[config.mk]
export PLATFORM = sky130hd
export DESIGN_NAME = pc_gen
export DESIGN_NICKNAME = d
export VERILOG_FILES = /design/src/rtl/pc_gen_pkg.sv /design/src/rtl/pc_gen_target_sel.sv /design/src/rtl/pc_gen.sv
export SDC_FILE = /design/constraint.sdc
export NUM_CORES = 1
export LEC_CHECK = 0
export CORE_ASPECT_RATIO = 0.6
export CORE_MARGIN = 1.5
export CORE_UTILIZATION = 39
export DETAILED_ROUTE_END_ITERATION = 10
export PLACE_DENSITY = 0.74
export SYNTH_ARGS = -nofsm -noshare
export SYNTH_HDL_FRONTEND = slang
export SYNTH_SLANG_ARGS = --single-unit
[constraint.sdc]
create_clock -name clk -period 2.4 [get_ports clk]
set_clock_uncertainty 0.2 [all_clocks]
set_input_delay 0.36 -clock clk [delete_from_list [all_inputs] [get_ports clk]]
set_output_delay 0.36 -clock clk [all_outputs]
set_load 0.01 [all_outputs]
[src/rtl/pc_gen_pkg.sv]
`default_nettype none
// ============================================================================
// Module      : pc_gen_pkg
// Description : Shared next-PC select codes, PC FSM state encoding and
//               default reset/interrupt addresses for the PC generation stage.
// Revision    : 1.0 - initial release
// ============================================================================
package pc_gen_pkg;

    // Same encoding the branch controller emits on npc_mux_sel.
    typedef enum logic [1:0] {
        NPC_PLUS4      = 2'b00,
        NPC_PC_OFFSET  = 2'b01,
        NPC_REG_OFFSET = 2'b10,
        NPC_INTERRUPT  = 2'b11
    } npc_sel_e;

    typedef enum logic [1:0] {
        ST_BOOT  = 2'b00,
        ST_FETCH = 2'b01,
        ST_HOLD  = 2'b10
    } pc_state_e;

    localparam logic [31:0] c_reset_pc_default   = 32'h0000_0000;
    localparam logic [31:0] c_irq_vector_default = 32'h0000_1C00;

endpackage : pc_gen_pkg
`default_nettype wire

[src/rtl/pc_gen_target_sel.sv]
`default_nettype none
// ============================================================================
// Module      : pc_target_sel
// Description : Combinational redirect decode: picks the branch/JALR target,
//               word-aligns it and flags a target with bit 1 set.
// Revision    : 1.0 - initial release
// ============================================================================
module pc_target_sel
    import pc_gen_pkg::*;
#(
    parameter int XLEN = 32
) (
    input  logic            i_br_valid,
    input  logic [1:0]      i_npc_mux_sel,
    input  logic [XLEN-1:0] i_pc_offset,
    input  logic [XLEN-1:0] i_reg_offset,
    output logic            o_redirect,
    output logic [XLEN-1:0] o_target,
    output logic            o_misalign
);

    logic [XLEN-1:1] w_raw;
    logic            w_unused;

    // Bit 0 never reaches the PC: JALR clears it and alignment forces it low.
    always_comb begin
        w_raw      = i_pc_offset[XLEN-1:1];
        o_redirect = 1'b0;
        case (i_npc_mux_sel)
            NPC_PC_OFFSET: begin
                w_raw      = i_pc_offset[XLEN-1:1];
                o_redirect = i_br_valid;
            end
            NPC_REG_OFFSET: begin
                w_raw      = i_reg_offset[XLEN-1:1];
                o_redirect = i_br_valid;
            end
            default: ;
        endcase
    end

    assign o_target   = {w_raw[XLEN-1:2], 2'b00};
    assign o_misalign = o_redirect & w_raw[1];
    assign w_unused   = i_pc_offset[0] ^ i_reg_offset[0];

endmodule : pc_target_sel
`default_nettype wire

[src/rtl/pc_gen.sv]
`default_nettype none
// ============================================================================
// Module      : pc_gen
// Description : Architectural PC register, fetch request FSM, interrupt
//               entry/return and pipeline flush generation.
// Revision    : 1.0 - initial release
// ============================================================================
module pc_gen
    import pc_gen_pkg::*;
#(
    parameter int               XLEN       = 32,
    parameter logic [XLEN-1:0]  RESET_PC   = c_reset_pc_default,
    parameter logic [XLEN-1:0]  IRQ_VECTOR = c_irq_vector_default
) (
    input  logic            clk,
    input  logic            rst,
    input  logic            stall,
    input  logic            br_valid,
    input  logic [1:0]      npc_mux_sel,
    input  logic [XLEN-1:0] pc_offset,
    input  logic [XLEN-1:0] reg_offset,
    input  logic            irq,
    input  logic            mret,
    input  logic            if_ready,
    output logic [XLEN-1:0] pc,
    output logic            if_req,
    output logic [XLEN-1:0] if_addr,
    output logic            flush,
    output logic [XLEN-1:0] epc,
    output logic            in_handler,
    output logic            misalign
);

    pc_state_e       r_state;
    logic [XLEN-1:0] r_pc;
    logic [XLEN-1:0] r_epc;
    logic            r_in_handler;
    logic            r_flush;
    logic            r_misalign;
    logic            r_if_req;

    logic            w_redirect;
    logic [XLEN-1:0] w_target;
    logic            w_target_misalign;
    logic            w_irq_take;
    logic            w_mret_take;

    pc_target_sel #(
        .XLEN (XLEN)
    ) u_target_sel (
        .i_br_valid    (br_valid),
        .i_npc_mux_sel (npc_mux_sel),
        .i_pc_offset   (pc_offset),
        .i_reg_offset  (reg_offset),
        .o_redirect    (w_redirect),
        .o_target      (w_target),
        .o_misalign    (w_target_misalign)
    );

    assign w_irq_take  = irq && !r_in_handler && (r_state != ST_BOOT);
    assign w_mret_take = mret && r_in_handler;

    // Priority: irq entry > mret > redirect > stall > sequential advance.
    always_ff @(posedge clk) begin
        if (rst) begin
            r_state      <= ST_BOOT;
            r_pc         <= RESET_PC;
            r_epc        <= '0;
            r_in_handler <= 1'b0;
            r_flush      <= 1'b0;
            r_misalign   <= 1'b0;
            r_if_req     <= 1'b0;
        end else begin
            r_flush    <= 1'b0;
            r_misalign <= 1'b0;
            if (w_irq_take) begin
                r_epc        <= r_pc;
                r_pc         <= IRQ_VECTOR;
                r_in_handler <= 1'b1;
                r_flush      <= 1'b1;
                r_state      <= ST_FETCH;
                r_if_req     <= 1'b1;
            end else if (w_mret_take) begin
                r_pc         <= r_epc;
                r_in_handler <= 1'b0;
                r_flush      <= 1'b1;
                r_state      <= ST_FETCH;
                r_if_req     <= 1'b1;
            end else if (w_redirect) begin
                // Any in-flight fetch is dropped; if_ready is ignored here.
                r_pc       <= w_target;
                r_flush    <= 1'b1;
                r_misalign <= w_target_misalign;
                r_state    <= ST_FETCH;
                r_if_req   <= 1'b1;
            end else begin
                case (r_state)
                    ST_BOOT: begin
                        r_state  <= ST_FETCH;
                        r_if_req <= 1'b1;
                    end
                    ST_FETCH: begin
                        if (stall) begin
                            r_state  <= ST_HOLD;
                            r_if_req <= 1'b0;
                        end else if (if_ready) begin
                            r_pc <= r_pc + XLEN'(4);
                        end
                    end
                    ST_HOLD: begin
                        if (!stall) begin
                            r_state  <= ST_FETCH;
                            r_if_req <= 1'b1;
                        end
                    end
                    default: begin
                        r_state  <= ST_BOOT;
                        r_if_req <= 1'b0;
                    end
                endcase
            end
        end
    end

    assign pc         = r_pc;
    assign if_addr    = r_pc;
    assign if_req     = r_if_req;
    assign flush      = r_flush;
    assign epc        = r_epc;
    assign in_handler = r_in_handler;
    assign misalign   = r_misalign;

endmodule : pc_gen
`default_nettype wire

==> flow_results.org, run 1 <==
** Drt
- For this run, design rule violations remaining after detail routing come to 0.
- For this block, the via count after detailed routing is between 4000 and 5000.
- After the first detailed-routing iteration, the DRC count stood at 347.
- Average via count per standard cell :: approximately 5.8
- Number of detailed-route iterations in the first pass :: 5
- Dividing the detail-routed wire length by the instance count gives 18.1 µm.
- Antenna Nets Post-Route :: 0
- Final WL :: 15.7 mm

** STA
- Final cycle utilization of the critical path :: 0.936
- Static timing analysis puts the maximum clock frequency at roughly 440 MHz.
- Number of failing hold endpoints at the final stage :: 0
- Worst slew slack as a fraction of its limit :: 0.681
- Count of final setup violators :: 0
- Worst Tran Pin Value :: 0.479 ns
- The final count of pins violating max slew was 0.
- In the final timing run, aggregate negative setup slack is 0 ns.
- Minimum period implied by the final worst setup slack :: ~2.2 ns
- Hold is met by 0.271 ns.
- Setup WS post-layout :: roughly 0.15 ns

** Placed design
- Routability-driven placement finished with a final weighted congestion of 0.900.
- After legalization and detailed placement, the total HPWL measured 11.6 mm.
- In this run, placement finished with an instance count of 849.
- Placed standard-cell area :: ~0.0062 mm²
- Worst-case setup slack after placement :: -0.110 ns
- Buffers on Ports :: 170

** CTS
- The H-tree generated during clock tree synthesis spans 3 levels.
- At the later pin of the worst-skew pair, clock insertion delay measures ~0.34 ns.
- Clock-pin slew was measured on the worst setup and hold paths at about 0.07 ns.
- The tree is rooted in a sky130_fd_sc_hd__clkbuf_16.
- Number of buffers created by CTS :: 9
- The clock passes through at most 2 buffers.
- TritonCTS clock tree :: yes
- Sinks on the clock net :: 70

** Power and ir drop
- VDD sags by at most around 400 µV.
- Power spread over the standard cell area amounts to just under 600 mW/mm².
- Total power for the finished layout comes to 3.81 mW.
- Standby leakage power :: 2.40 nW

** Finish
- Number of standard cells in the final layout excluding fillers :: 867
- Relative to the synthesized area, the layout overhead comes to 54.9%.
- Layout Nets :: between 700 and 800
- Fill cell total of the finished layout :: 890
- After routing the design area is 0.00656 mm².
- The number of antenna diodes in the final layout is 0.
- Share of layout cells above drive strength 1 :: 0.140
- Final core area utilization :: 0.621

** Min path
- For hold timing, the worst endpoint is epc[18].
- In this run the most critical hold path is launched from epc[18].
- Hold Path Cell Cnt :: 2
- Type of the tightest min-delay check :: reg -> reg

** Logic synthesis
- In the synthesized netlist the dominant register cell turns out to be sky130_fd_sc_hd__dfxtp_1.
- Of the total synthesized cell area, the portion taken by full adders, half adders and majority gates is 0.00827.
- The portion of synthesized area spent on multiplexers is 0.0877.
- Synth Area in Simple Gates :: 0.224
- Of the post-synthesis cell area, the dominant cell type holds 0.331.
- By area the synthesized netlist is led by sky130_fd_sc_hd__dfxtp_1, sky130_fd_sc_hd__a21oi_1, sky130_fd_sc_hd__nand2_1, sky130_fd_sc_hd__mux2i_1, sky130_fd_sc_hd__buf_4.
- Summed instance area of the synthesized netlist :: 0.00424 mm²
- Proportion of synthesized chip area in sequential cells :: 0.331
- Synthesis produced a netlist with a net count of 624.
- After synthesis, the largest family of logic cells by area is compound AO/OA/AOI/OAI gates.
- Share of flip-flops with an asynchronous set or reset after synthesis :: 0
- Distinct cell type count of the synthesized netlist :: 59
- Mean instance size in the synthesized netlist :: 7.71 µm²
- Number of flops mapped to enable cells by yosys :: 0
- After synthesis the netlist holds a flip-flop and latch count of 70.
- Synth Area in Compound Gates :: 0.227
- Post-Synth XOR/XNOR Area :: 0.0269
- Cells after Synth :: 549
- Of all cell types, the one taking the most synthesized area is sky130_fd_sc_hd__dfxtp_1.
- Count of yosys warnings during synthesis :: 0

** Setup path
- For the worst setup path, the data arrival time is 2.27 ns.
- STA classifies the critical path startpoint as a flip-flop.
- Worst r2r src :: if_addr[2]
- Capture instance of the worst register-to-register path :: if_addr[20]
- R2R depth :: 6
- The worst setup path is captured at a flip-flop.
- Largest fanout on the critical path :: 5
- Startpoint of the worst setup timing path :: if_addr[2]
- STA puts the critical path data required time at 2.43 ns.
- The worst setup path is of the reg -> reg kind.
- Across all register-to-register paths, the minimum setup slack is roughly 0.15 ns.

** Job
- Max-capacitance violation count :: 0

** Floorplan
- After floorplanning, the core was sized to cover 0.0106 mm².
- Measured along the y axis, the die boundary spans 83.7 µm.
- The initialized floorplan defines 29 standard-cell rows.
- Die W :: 138 µm
- For this configuration, the core starts out at a cell density of 0.401.
- DIE AREA :: 0.0115 mm²
- For this design the top-level I/O count stands at 173.

** Global routing
- The initial antenna violation count is 0.
- Largest net degree at the start of global routing :: 39
- The first global-routing pass estimated 24.4 mm of wire.
- Across every metal layer, demand over resource in global routing totals 0.276.
- Remaining global-route overflow :: 0
- The number of global-route vias before repair came to 4749.

** Run status
- Outcome :: finished, final reports clean
worst max path at each step:
stage | endpoint | slack [ns] | cells past startpoint
3_3_place_gp | if_addr[27] | -0.04 | 7
3_5_place_dp | if_addr[20] | -0.11 | 7
2_1_floorplan | if_addr[30] | 0.15 | 6
5_1_grt | if_addr[20] | -0.007 | 6
4_1_cts | if_addr[20] | 0.01 | 6
6_report | if_addr[20] | 0.15 | 6
worst max-delay path, cell delays in order, from the launching register on:
cell                       delay [ns]
sky130_fd_sc_hd__dfxtp_1         0.35
sky130_fd_sc_hd__ha_1            0.22
sky130_fd_sc_hd__nand3_2         0.17
sky130_fd_sc_hd__or4_4           0.57
sky130_fd_sc_hd__nor3_4          0.23
sky130_fd_sc_hd__a311oi_1        0.13
sky130_fd_sc_hd__nor4_1          0.25
flip-flops by register name, indices dropped and copies added, names as in the netlist:
register	flops
flush	1
r_state	2
misalign	1
epc	32
if_addr	32
in_handler	1
if_req	1
layer usage:
metal / track usage / up-vias / part of all wire
li1: - / 2296 / -
met1: 0.386 / 2345 / 0.44
met2: 0.418 / 327 / 0.44
met3: 0.0613 / 21 / 0.11
met4: 0.0871 / 0 / 0.013
met5: 0 / - / 0
cell type report:
cell class              instances  area, µm²  area share
inverters                       9       33.8     0.00515
clock buffers                   9        225      0.0343
multi-input cells             404       2460       0.375
clock inverters                 7       81.3      0.0124
repair buffers                229       2180       0.333
flip-flops and latches         70       1400       0.214
well taps                     139        174      0.0265
where the power goes:
group	leakage [nW]	switching (mW)	internal, mW
sequential	0.571	0.0962	1.24
combinational	1.69	0.516	0.574
clock	0.147	0.569	0.817
logic make-up after synthesis:
logic type      after synthesis
compound gates              164
buf+inv                      75
fa+ha+maj                     3
mux                          36
xor+xnor                     13
simple gates                188
flops                        70
Yosys cell counts, types with 5 or more instances:
cell type                  number
sky130_fd_sc_hd__nand2_1       87
sky130_fd_sc_hd__buf_4         32
sky130_fd_sc_hd__nand2b_1       6
sky130_fd_sc_hd__mux2i_1       27
sky130_fd_sc_hd__o21ai_0       38
sky130_fd_sc_hd__nor3_1        13
sky130_fd_sc_hd__o211ai_1       5
sky130_fd_sc_hd__mux2_2         9
sky130_fd_sc_hd__nand4_1        9
sky130_fd_sc_hd__o221ai_1       5
sky130_fd_sc_hd__dfxtp_1       70
sky130_fd_sc_hd__a211oi_1       8
sky130_fd_sc_hd__clkbuf_1      26
sky130_fd_sc_hd__xnor2_1        9
sky130_fd_sc_hd__nand3_1       18
sky130_fd_sc_hd__nor2_1        27
sky130_fd_sc_hd__inv_1          9
sky130_fd_sc_hd__a21oi_1       78
layout by cell type (no fill, tap or decap), types with 4 or more instances in the layout:
cell,count
sky130_fd_sc_hd__nor3_1,12
sky130_fd_sc_hd__mux2i_1,27
sky130_fd_sc_hd__buf_4,56
sky130_fd_sc_hd__inv_1,9
sky130_fd_sc_hd__clkbuf_16,9
sky130_fd_sc_hd__a21oi_1,78
sky130_fd_sc_hd__o21ai_0,38
sky130_fd_sc_hd__nor2_1,26
sky130_fd_sc_hd__nand2_1,86
sky130_fd_sc_hd__mux2_2,9
sky130_fd_sc_hd__a211oi_1,8
sky130_fd_sc_hd__clkdlybuf4s50_1,170
sky130_fd_sc_hd__xor2_1,4
sky130_fd_sc_hd__a31oi_1,4
sky130_fd_sc_hd__nand4_1,9
sky130_fd_sc_hd__o211ai_1,5
sky130_fd_sc_hd__dfxtp_1,70
sky130_fd_sc_hd__xnor2_1,9
sky130_fd_sc_hd__o221ai_1,5
sky130_fd_sc_hd__nand3_1,16
sky130_fd_sc_hd__nand2b_1,6
repair_timing:
item	CTS	global route
pin swaps	0	2
hold buffers	0	0
resized for setup	1	3
buffers inserted	0	2
setup endpoints to repair	1	2
Power figures use the tool's default switching activity.
==> run 2, diff against run 1 <==
- CORE_UTILIZATION: 39 -> 44
- PLACE_DENSITY: 0.74 -> 0.82
==> run 2 against run 1 <==
Net effect:
- sequential power hardly changed
- clock-buffer cell count rose by 6
- via count is 1.4% higher
- first-iteration DRC count is 29% higher
- critical path type unchanged
- total power fell by 4.0%
- largest power group is now sequential cells
- maximum frequency is 2.5% lower
- non-clock buffer count up 3
- largest cell class unchanged
- clock power shrank 12%
- final area down 0.59%
- core utilization up 8.3 points
- register-to-register slack lost 0.06 ns
==> flow_results.org, run 2 (synthesis gave the netlist of run 1 again) <==
** Run status
- The flow ran to the end, and the final reports show no timing, DRC or antenna violations.

** Placed design
- At the end of routability-driven placement, the weighted congestion stood at 0.895.
- Detailed placement finished with a half-perimeter wire length of around 11 mm.
- The number of placed instances, taps included, is 844.
- Placed standard-cell area :: 0.00624 mm²
- Buffers on Ports :: 170

** STA
- Count of final setup violators :: 0
- Of the available clock period, the critical path in the final layout requires 0.960.
- Timing would allow up to 434 MHz.
- Minimum period implied by the final worst setup slack :: around 2.3 ns
- Worst Tran Pin Value :: ~0.48 ns
- Final hold slack :: 0.274 ns
- Number of failing hold endpoints at the final stage :: 0
- The worst pin sits at a relative slew slack of 0.681.
- Final count of pins violating max slew :: 0

** CTS
- CTS saw 70 sinks.
- Clock-pin slew on the worst setup and hold paths :: 0.06 ns
- TritonCTS built the clock tree.
- Counting along the longest clock path gives a buffer depth of 2.
- Buffers inserted during clock tree synthesis total 9.
- At the later pin of the worst-skew pair, clock insertion delay measures 0.34 ns.
- H-tree depth :: 3
- Clock tree synthesis selected as its root buffer the cell sky130_fd_sc_hd__clkbuf_16.
- Hold repair after CTS inserted 0 buffers.

** Floorplan
- Number of top-level design ports :: 173
- The initial utilization of the core area, before any placement, comes to 0.458.
- The floorplan step set the die width to 130 µm.
- Row cnt :: 27
- Core footprint :: 0.00926 mm²
- The die covers 0.0102 mm².
- Chip height :: ~79 µm

** Setup path
- Top cell family by delay on the critical path :: simple AND/OR/NAND/NOR gates
- The worst setup path is captured at a flip-flop.
- STA puts the critical path data arrival time at 2.34 ns.
- Number of buffers and inverters on the critical path :: 1
- By startpoint and endpoint, the worst setup path is classified as reg -> reg.
- Largest fanout on the critical path :: 5
- In this design, the stage delay of the slowest critical-path cell is approximately 0.58 ns.
- Cells along the critical path :: ha_1 > nand3_2 > or4_4 > nor3_4 > buf_4 > a41oi_1 > o21a_1
- Type of element launching the critical path :: flip-flop
- Slowest library cell on the worst path :: sky130_fd_sc_hd__or4_4
- For the worst setup path, the data required time is 2.44 ns.

** Min path
- Type of the tightest min-delay check :: reg -> reg

** Power and ir drop
- Standby leakage power :: ~2.4 nW
- Maximum vdd ir drop :: about 400 µV
- Power spread over the standard cell area amounts to 561 mW/mm².

** Finish
- The area growth from synthesis to layout is 54.0%.
- Leading cell types in the layout, fill and taps excluded :: sky130_fd_sc_hd__clkdlybuf4s50_1, sky130_fd_sc_hd__nand2_1, sky130_fd_sc_hd__a21oi_1
- Number of standard cells in the final layout excluding fillers :: about 860
- After routing the design area is 0.00652 mm².
- Most common cell after layout, fill and taps aside :: sky130_fd_sc_hd__clkdlybuf4s50_1
- Share of layout cells above drive strength 1 :: 0.134
- 0 antenna diodes ended up in the layout.
- Layout Nets :: about 800

** Drt
- Number of vias in the routed layout :: 5060
- Number of DRC violations after detailed-routing iteration 0 :: ~450
- Average via count per standard cell :: about 6
- For this run, design rule violations remaining after detail routing come to 0.
- The first detailed-routing pass took 5 iterations.
- WL per Instance :: 18.0 µm
- Once detail routing completed, the nets flagged for antenna violations numbered 0.
- After detailed routing, the total wire length is 15.5 mm.

** Global routing
- Remaining global-route overflow :: 0
- The number of global-route vias before repair is 4550.
- Number of antenna violations at the first check in global routing :: 0
- The first global-routing pass estimated 23.4 mm of wire.
- All-Layer GR Usage :: 0.299
- Largest net degree at the start of global routing :: 41

** Job
- Max-cap violations in this run came to 0.
-- run 2: cell count changes in the layout (fill, tap and decap cells not counted), moves of 2 or more --
cell,change
sky130_fd_sc_hd__clkbuf_1,+5
sky130_fd_sc_hd__buf_4,+3
sky130_fd_sc_hd__clkinv_4,-3
sky130_fd_sc_hd__inv_6,-2
-- run 2: worst paths after layout --
path / from / endpoint / slack, ns / cells after the start
worst min register to register: epc[8] / epc[8] / 0.27 / 2
worst max-delay path: if_addr[2] / if_addr[26] / 0.1 / 7
worst max register to register: if_addr[2] / if_addr[26] / 0.1 / 7
worst min-delay path: epc[8] / epc[8] / 0.27 / 2
-- run 2: repair_timing --
action                     4_1_cts  5_1_grt
buffers inserted                 0        1
gates resized for setup          0        3
setup endpoints to repair        0        6
-- run 2: layout make-up --
type	instances	area [µm²]
multi-input cells	404	2460
clock buffers	15	258
inverters	9	33.8
repair buffers	232	2200
well taps	130	163
flip-flops and latches	70	1400
fillers	700	2730
clock inverters	1	5.00
-- run 2: per-stage QoR --
step           worst slack [ns]  setup TNS (ns)  total power, mW   util
2_1_floorplan             0.149               0             1.88      -
6_report                 0.0956               0             3.66  0.705
4_1_cts                  0.0319               0             3.65  0.702
3_5_place_dp             -0.260           -2.12             2.43  0.674
3_3_place_gp             -0.139           -1.28             2.41  0.674
5_1_grt                 -0.0123         -0.0123             3.80  0.705
-- run 2: metal layers --
metal	track usage	vias to the layer above	part of all wire
met5	0	-	0
met4	0.0778	0	0.014
met3	0.0869	27	0.12
met2	0.476	351	0.44
met1	0.397	2381	0.42
li1	-	2301	-
-- run 2: worst min-delay path, stage by stage (launching register included) --
cell and delay [ns]:
sky130_fd_sc_hd__dfxtp_1 0.32, sky130_fd_sc_hd__nand2_1 0.06, sky130_fd_sc_hd__a21oi_1 0.05
-- run 2: report_power, final --
part	internal, mW	total (mW)	switching (mW)
combinational	0.577	1.09	0.513
clock	0.728	1.23	0.502
sequential	1.24	1.34	0.0973
==> run 3, diff against run 2 <==
- SETUP_SLACK_MARGIN: default -> 0.2
- SKIP_CTS_REPAIR_TIMING: default -> 1
==> run 3 against run 2 <==
Net effect:
- clock-buffer cell count is 5 lower
- maximum frequency is 4.6% higher
- register-to-register slack better by 0.14 ns
- clock power is 11% higher
- core utilization is 1.5 points higher
- via count is 1.0% lower
- worst setup slack better by 0.10 ns
- global-route usage hardly changed
- total power is 4.4% higher
==> flow_results.org, run 3 (synthesis gave the netlist of run 1 again) <==
** STA
- Post-Route Setup TNS :: 0 ns
- Final hold slack :: 0.275 ns
- Setup slack on the critical path of the routed design comes to 0.197 ns.
- RSZ-0062 raised after global routing :: yes
- Count of final setup violators :: 0
- Final cycle utilization of the critical path :: 0.918
- The smallest clock period supported by the final layout is computed as 2.20 ns.
- The final count of pins violating max slew is 0.
- Worst slew slack as a fraction of its limit :: 0.553
- Worst Tran Pin Value :: 0.667 ns
- Derived from the worst setup path, the maximum achievable clock frequency is 454 MHz.
- The final-report hold violation count was 0.

** Finish
- Share of layout cells above drive strength 1 :: 0.164
- At the end of the flow, the number of nets in the layout was 803.
- Summing all non-filler instances in the final layout gives an area of 0.00666 mm².
- Final core area utilization :: 0.720
- Number of standard cells in the final layout excluding fillers :: roughly 860
- After filler insertion, the fill cell instance count of the layout stands at 713.
- Leaving out fill and tap cells, the most frequent cell in the layout is sky130_fd_sc_hd__clkdlybuf4s50_1.
- The library cells used most frequently in the layout, excluding fill and tap cells, are sky130_fd_sc_hd__clkdlybuf4s50_1, sky130_fd_sc_hd__nand2_1, sky130_fd_sc_hd__a21oi_1.
- Across the whole layout, storage elements account for 0.00141 mm².
- Antenna Cells :: 0
- Summing all multi-input logic gate instances after layout gives between 0.002 and 0.003 mm².
- P&R area growth vs syn :: 57.3%

** Setup path
- R2R depth :: 6
- Along the worst path, the maximum fanout reaches 5.
- Required time reported for the critical path endpoint :: 2.47 ns
- For the worst setup path, the data arrival time is 2.27 ns.
- Setup slack on the worst reg-to-reg path comes out at 0.24 ns.
- Number of buffers and inverters on the critical path :: 2
- The worst setup path is launched from an input pin.
- Among cell families on the critical path, the largest total delay comes from simple AND/OR/NAND/NOR gates.
- Worst r2r src :: if_addr[13]
- Classification of the worst setup path :: in -> reg
- Capture instance of the worst register-to-register path :: if_addr[26]
- Cells along the critical path :: clkdlybuf4s50_1 > buf_4 > nand4bb_2 > nor4_1 > xor2_1 > o21ai_0 > a31oi_1
- Slowest library cell on the worst path :: sky130_fd_sc_hd__clkdlybuf4s50_1
- In this design, the stage delay of the slowest critical-path cell is 0.48 ns.
- Category of the worst setup path capture point :: flip-flop

** Drt
- Number of vias in the routed layout :: 5008
- The routed design has between 15 and 20 mm of wire.
- Number of detailed-route iterations in the first pass :: 6
- DR WL met3 :: 1.78 mm
- WL per Instance :: 18.0 µm
- Top sig layer :: met4
- In the routed design, unresolved DRC markers number 0.
- Average via count per standard cell :: 5.80
- Antenna Nets Post-Route :: 0
- Routed length on met1 :: 6.70 mm
- For this block, the initial DRC count from the detailed router was 413.
- Summed over all nets, wire length on met2 after detailed routing comes to 6.74 mm.

** CTS
- Counting the buffers created by CTS gives 9.
- H-tree depth :: 3
- Sinks on the clock net :: 70
- TritonCTS clock tree :: yes
- In this run the clock root is driven by a sky130_fd_sc_hd__clkbuf_16.
- The clock passes through at most 2 buffers.
- Clock latency on the worst-skew pair, taken at its later pin, is 0.35 ns.
- Clock-pin slew on the worst setup and hold paths :: 0.06 ns

** Placed design
- At the end of routability-driven placement, the weighted congestion stood at 0.896.
- Summing all placed instances gives a cell area of between 0.006 and 0.007 mm².
- OpenSTA, run right after detailed placement, puts the worst setup slack at -0.161 ns.
- Half-perimeter wire length after placement :: 11.3 mm
- During placement, the flow inserted port buffers numbering 170.
- The number of placed instances, taps included, is ~850.

** Power and ir drop
- Power spread over the standard cell area amounts to approximately 570 mW/mm².
- Final Power :: 3.82 mW
- Of the total power, combinational logic draws 0.288.
- Of the total power, registers draw 0.353.
- Internal power comes to 2.66 mW.
- Clock Power Share :: 0.358
- Switching pwr :: ~1.2 mW
- Of the total power, the share spent switching nets is 0.304.
- Maximum vdd ir drop :: 375 µV
- Standby leakage power :: roughly 2.4 nW

** Global routing
- Vias in the first global route :: 4730
- The first global-routing pass estimated 23.6 mm of wire.
- Entering global routing, the biggest net connects 33 pins.
- The total overflow left after global routing is 0.
- The initial antenna violation count is 0.
- Across every metal layer, demand over resource in global routing totals 0.299.

** Floorplan
- In this run the horizontal extent of the chip is 130 µm.
- Row cnt :: 27
- Chip height :: 79.0 µm
- Core footprint :: 0.00926 mm²
- In this run the count of I/O pins placed on the die edge is 173.
- The die covers 0.0102 mm².
- Initial cell density of the core :: 0.458

** Min path
- Hold path startpoint :: epc[18]
- Worst-case hold path end point :: epc[18]
- Hold Path Cell Cnt :: 2
- The worst hold path belongs to the class reg -> reg.

** Run status
- The run finished with clean final reports.

** Job
- Max-cap violations in this run came to 0.
## run 3: power by group through the flow
stage,combinational [mW],sequential [mW],clock [mW]
after floorplan,0.472,1.41,0
after global placement,1.04,1.36,0
after detailed placement,1.07,1.36,0
after CTS,1.08,1.34,1.37
after global routing,1.17,1.36,1.41
final,1.10,1.35,1.37
## run 3: area by class of cell
class | count | share of cell area
well taps | 130 | 0.0244
inverters | 9 | 0.00507
flip-flops and latches | 70 | 0.211
multi-input cells | 404 | 0.380
clock buffers | 10 | 0.0359
repair buffers | 234 | 0.334
clock inverters | 6 | 0.00920
## run 3: worst max path at each step
| stage | cells past startpoint | startpoint | end | slack (ns) |
|---|---|---|---|---|
| 5_1_grt | 6 | in_handler | if_addr[20] | 0.14 |
| 2_1_floorplan | 6 | if_addr[2] | if_addr[20] | 0.25 |
| 6_report | 7 | stall | if_addr[11] | 0.20 |
| 4_1_cts | 6 | if_addr[2] | if_addr[20] | -0.01 |
| 3_5_place_dp | 6 | if_ready | if_addr[31] | -0.16 |
| 3_3_place_gp | 6 | if_ready | if_addr[31] | -0.12 |
## run 3: worst register-to-register path: stages (launching register included)
cell and delay, ns:
sky130_fd_sc_hd__dfxtp_1 0.40, sky130_fd_sc_hd__inv_1 0.20, sky130_fd_sc_hd__or4_4 0.63, sky130_fd_sc_hd__nor3_4 0.24, sky130_fd_sc_hd__buf_4 0.15, sky130_fd_sc_hd__a41oi_1 0.11
sky130_fd_sc_hd__o21a_1 0.13
## run 3: metal layers
metal | global-route usage | vias to the layer above
li1 | - | 2306
met1 | 0.399 | 2324
met2 | 0.454 | 343
met3 | 0.0964 | 35
met4 | 0.103 | 0
met5 | 0 | -
==> variant 1, RTL diff (flow settings as in run 2) <==
`XLEN` is set to 32 in 2 places; all go to 16.
--- a/src/rtl/pc_gen_target_sel.sv
+++ b/src/rtl/pc_gen_target_sel.sv
@@ -10,3 +10,3 @@
 #(
-    parameter int XLEN = 32
+    parameter int XLEN = 16
 ) (
--- a/src/rtl/pc_gen.sv
+++ b/src/rtl/pc_gen.sv
@@ -10,3 +10,3 @@
 #(
-    parameter int               XLEN       = 32,
+    parameter int               XLEN       = 16,
     parameter logic [XLEN-1:0]  RESET_PC   = c_reset_pc_default,
Interface: changed (5 resized); port bits go from 173 to 93. The function was not compared with the original's and may differ.
==> variant 1 against run 2 <==
Setup slack gained 0.19 ns. Sequential cell count shrank 32. Sequential share of layout area grew 2.2 points. Cell area fell by 51%. Critical path type is now in2reg. Power fell by 52%. Wire length is 57% lower. Area after synthesis down 49%. Via count shrank 53%. Critical endpoint is now if_addr[12].
==> variant 1: results <==
global_routing:
  first_global_vias: 2261
  grt_pass1_wl_um: 10700
  grt.met1_usage_pct: 35.4
  grtUsageTotal_pct: 25.8
  grt_start_max_net_pins: 25
  grtUsageMet2_pct: 38.3
  globalRouteMet3Util_pct: 8.13
synth:
  synth_commonest_cells: "nand2_1 (50), dfxtp_1 (38), a21oi_1 (37)"
  post_synth_num_cell_types: 48
  synth_xor_area_share_pct: 4.43
  muxShareOfSynthArea_pct: 7.43
  synth-compound-area-share_pct: 21.4
  yosys-top-cells-area: "dfxtp_1 (35%), nand2_1 (8.6%), a21oi_1 (8.5%)"
  synthAdderAreaFrac_pct: 1.61
  yosys_warnings: 0
  syn-num-nets: 319
  yosysSeqAreaShare_pct: 35.0
power:
  p_leak_uw: 0.00116
  ir_drop_mv: 0.373
  combPwrFrac_pct: 27.7
  power.switching_uw: 495
  power_uw: 1760
  pg_seq_uw: 716
worst_setup_path:
  reg2reg_to: "if_addr[15]"
  cp_max_fo: 9
  ff2ff_path_depth: 5
  r2r_slack_ns: 0.37
  endpoint: "if_addr[12]"
  max_stage_delay_ns: 0.46
  critical_path.startpoint: "npc_mux_sel[0]"
  path_delay_family: "buffers and inverters"
  worstPathArrival_ns: 2.12
  crit_slowest_cell: "clkdlybuf4s50_1"
detailed_routing:
  wl_met3_um: 875
  met2_length_um: 2800
  met1_length_um: 2920
  vias: 2358
  wl_per_cell_um: 15.9
  viasPerCell: 5.60
  drtIter0Drc: 144
clocking:
  cts_buffers: 5
  cts-root-buf: "clkbuf_8"
  clk_latency_ns: 0.29
  cts_buffer_depth: 2
layout:
  fin_nets: 401
  drive_above_1_share_pct: 9.50
sta:
  slew_headroom_pct: 59.1
  hold_slack_ns: 0.278
placed_design:
  port_buffers: 90
  dpl.hpwl_um: 4950
  dpl_cell_area_mm2: 0.00309
  dp.cells: 414
  gp_congestion: 0.884
worst_hold_path:
  min_from: "epc[7]"
  min_to: "epc[7]"
status:
  outcome: "complete, no violations"
variant 1: changes by cell type after synthesis, moves of 7 or more:
cell	change
a21oi_1	-41
nand2_1	-37
dfxtp_1	-32
o21ai_0	-23
clkbuf_1	-18
buf_4	-15
nor2_1	-15
nand3_1	-14
mux2i_1	-12
mux2_2	-8
nand4_1	-8
nor3_1	-7
variant 1: area by class of cell:
cell class	instances	area, um2
fillers	386	1450
multi-input cells	198	1170
repair buffers	110	1060
flip-flops and latches	38	761
clock buffers	6	82.6
well taps	63	78.8
clock inverters	1	30.0
inverters	5	18.8
variant 1: stage by stage:
| stage | worst slack (ns) | TNS [ns] |
|---|---|---|
| 2_1_floorplan | 0.451 | 0 |
| 3_3_place_gp | 0.0442 | 0 |
| 3_5_place_dp | -0.0153 | -0.0153 |
| 4_1_cts | 0.289 | 0 |
| 5_1_grt | 0.117 | 0 |
| 6_report | 0.288 | 0 |
==> variant 2, RTL diff (config.mk and constraints of run 2) <==
Without the edit above. The 3 states of `pc_state_e` get a one-hot encoding in 3 bits.
--- a/src/rtl/pc_gen_pkg.sv
+++ b/src/rtl/pc_gen_pkg.sv
@@ -17,6 +17,6 @@
 
-    typedef enum logic [1:0] {
-        ST_BOOT  = 2'b00,
-        ST_FETCH = 2'b01,
-        ST_HOLD  = 2'b10
+    typedef enum logic [2:0] {
+        ST_BOOT  = 3'b001,
+        ST_FETCH = 3'b010,
+        ST_HOLD  = 3'b100
     } pc_state_e;
Behaviour: same outputs for any inputs over 4 cycles, from zero or initial values and one cycle with rst high; so few cycles prove little.
==> variant 2 against run 2 <==
Setup slack got worse by 0.025 ns. Largest cell class unchanged. Die area rose by 2.7%. Sequential share of layout area rose by 0.063 points. Highest routed layer unchanged. Sequential cell count rose by 1. Critical path depth fell by 1. Power rose by 5.6%. Wire length rose by 2.0%. Cell area rose by 1.1%. Area after synthesis rose by 2.7%.
==> variant 2: results <==
power:
  power_uw: 3860
  ir_drop_mv: 0.439
  power.switching_uw: 1150
  p_leak_uw: 0.00242
  combPwrFrac_pct: 28.0
  clock_power_share_pct: 37.1
worst_hold_path:
  min_from: "epc[7]"
  min_to: "epc[7]"
global_routing:
  first_global_vias: 4822
  grt_start_max_net_pins: 34
  grtUsageTotal_pct: 30.2
  globalRouteMet3Util_pct: 8.70
  grtUsageMet2_pct: 47.8
  grt_pass1_wl_um: 24900
  grt.met1_usage_pct: 39.8
detailed_routing:
  wl_per_cell_um: 18.0
  vias: 5046
  drtIter0Drc: 464
  drt_pre_antenna_iters: 6
  wl_met3_um: 1630
  met2_length_um: 6940
  met1_length_um: 7060
placed_design:
  dpl.hpwl_um: 11700
  dp.cells: 861
  place_ws_ns: -0.136
  dpl_cell_area_mm2: 0.00628
  gp_congestion: 0.928
layout:
  nFillCells: 732
  n_antenna_cell: 0
  fin_nets: 817
  drive_above_1_share_pct: 12.3
  stdcell_count: 877
  multi_input_area_mm2: 0.00251
synth:
  post_synth_num_cell_types: 54
  yosys-top-cells-area: "dfxtp_1 (33%), nand2_1 (9.3%), a21oi_1 (8.9%)"
  yosysSeqAreaShare_pct: 32.7
  netlist_instances: 575
  synth_commonest_cells: "nand2_1 (108), a21oi_1 (77), dfxtp_1 (71)"
  syn-num-nets: 650
worst_setup_path:
  worstPathArrival_ns: 2.40
  ff2ff_path_depth: 6
  worstSetupStartpointType: "flip-flop"
  r2r_slack_ns: 0.07
  reg2reg_to: "if_addr[24]"
sta:
  hold_slack_ns: 0.270
  timing.final.crit_period_ns: 2.33
  tightestPinTransition_ns: 0.496
status:
  outcome: "complete, no violations"
clocking:
  clk_latency_ns: 0.34
==> variant 2: critical path, cell delays in order (launching register included) <==
cell and delay [ns]:
dfxtp_1 0.34, ha_1 0.25, nand4_1 0.21, nor2_1 0.45
nand4_1 0.20, or4_1 0.44, a31oi_1 0.17
==> variant 2: cell type report <==
class / count / share of cell area (%)
Inverter: 4 / 0.228
Timing Repair Buffer: 230 / 33.0
Tap cell: 130 / 2.47
Clock inverter: 7 / 1.33
Multi-Input combinational cell: 426 / 38.0
Sequential cell: 71 / 21.5
Clock buffer: 9 / 3.41
==> variant 2: cells by family (layout without fill, tap and decap cells) <==
logic type | Yosys count | after routing | synth area share, %
simple gates | 201 | 201 | 21.9
compound gates | 173 | 173 | 23.6
buf+inv | 78 | 250 | 9.92
flops | 71 | 71 | 32.7
mux | 37 | 37 | 8.68
xor+xnor | 13 | 13 | 2.62
fa+ha+maj | 2 | 2 | 0.575
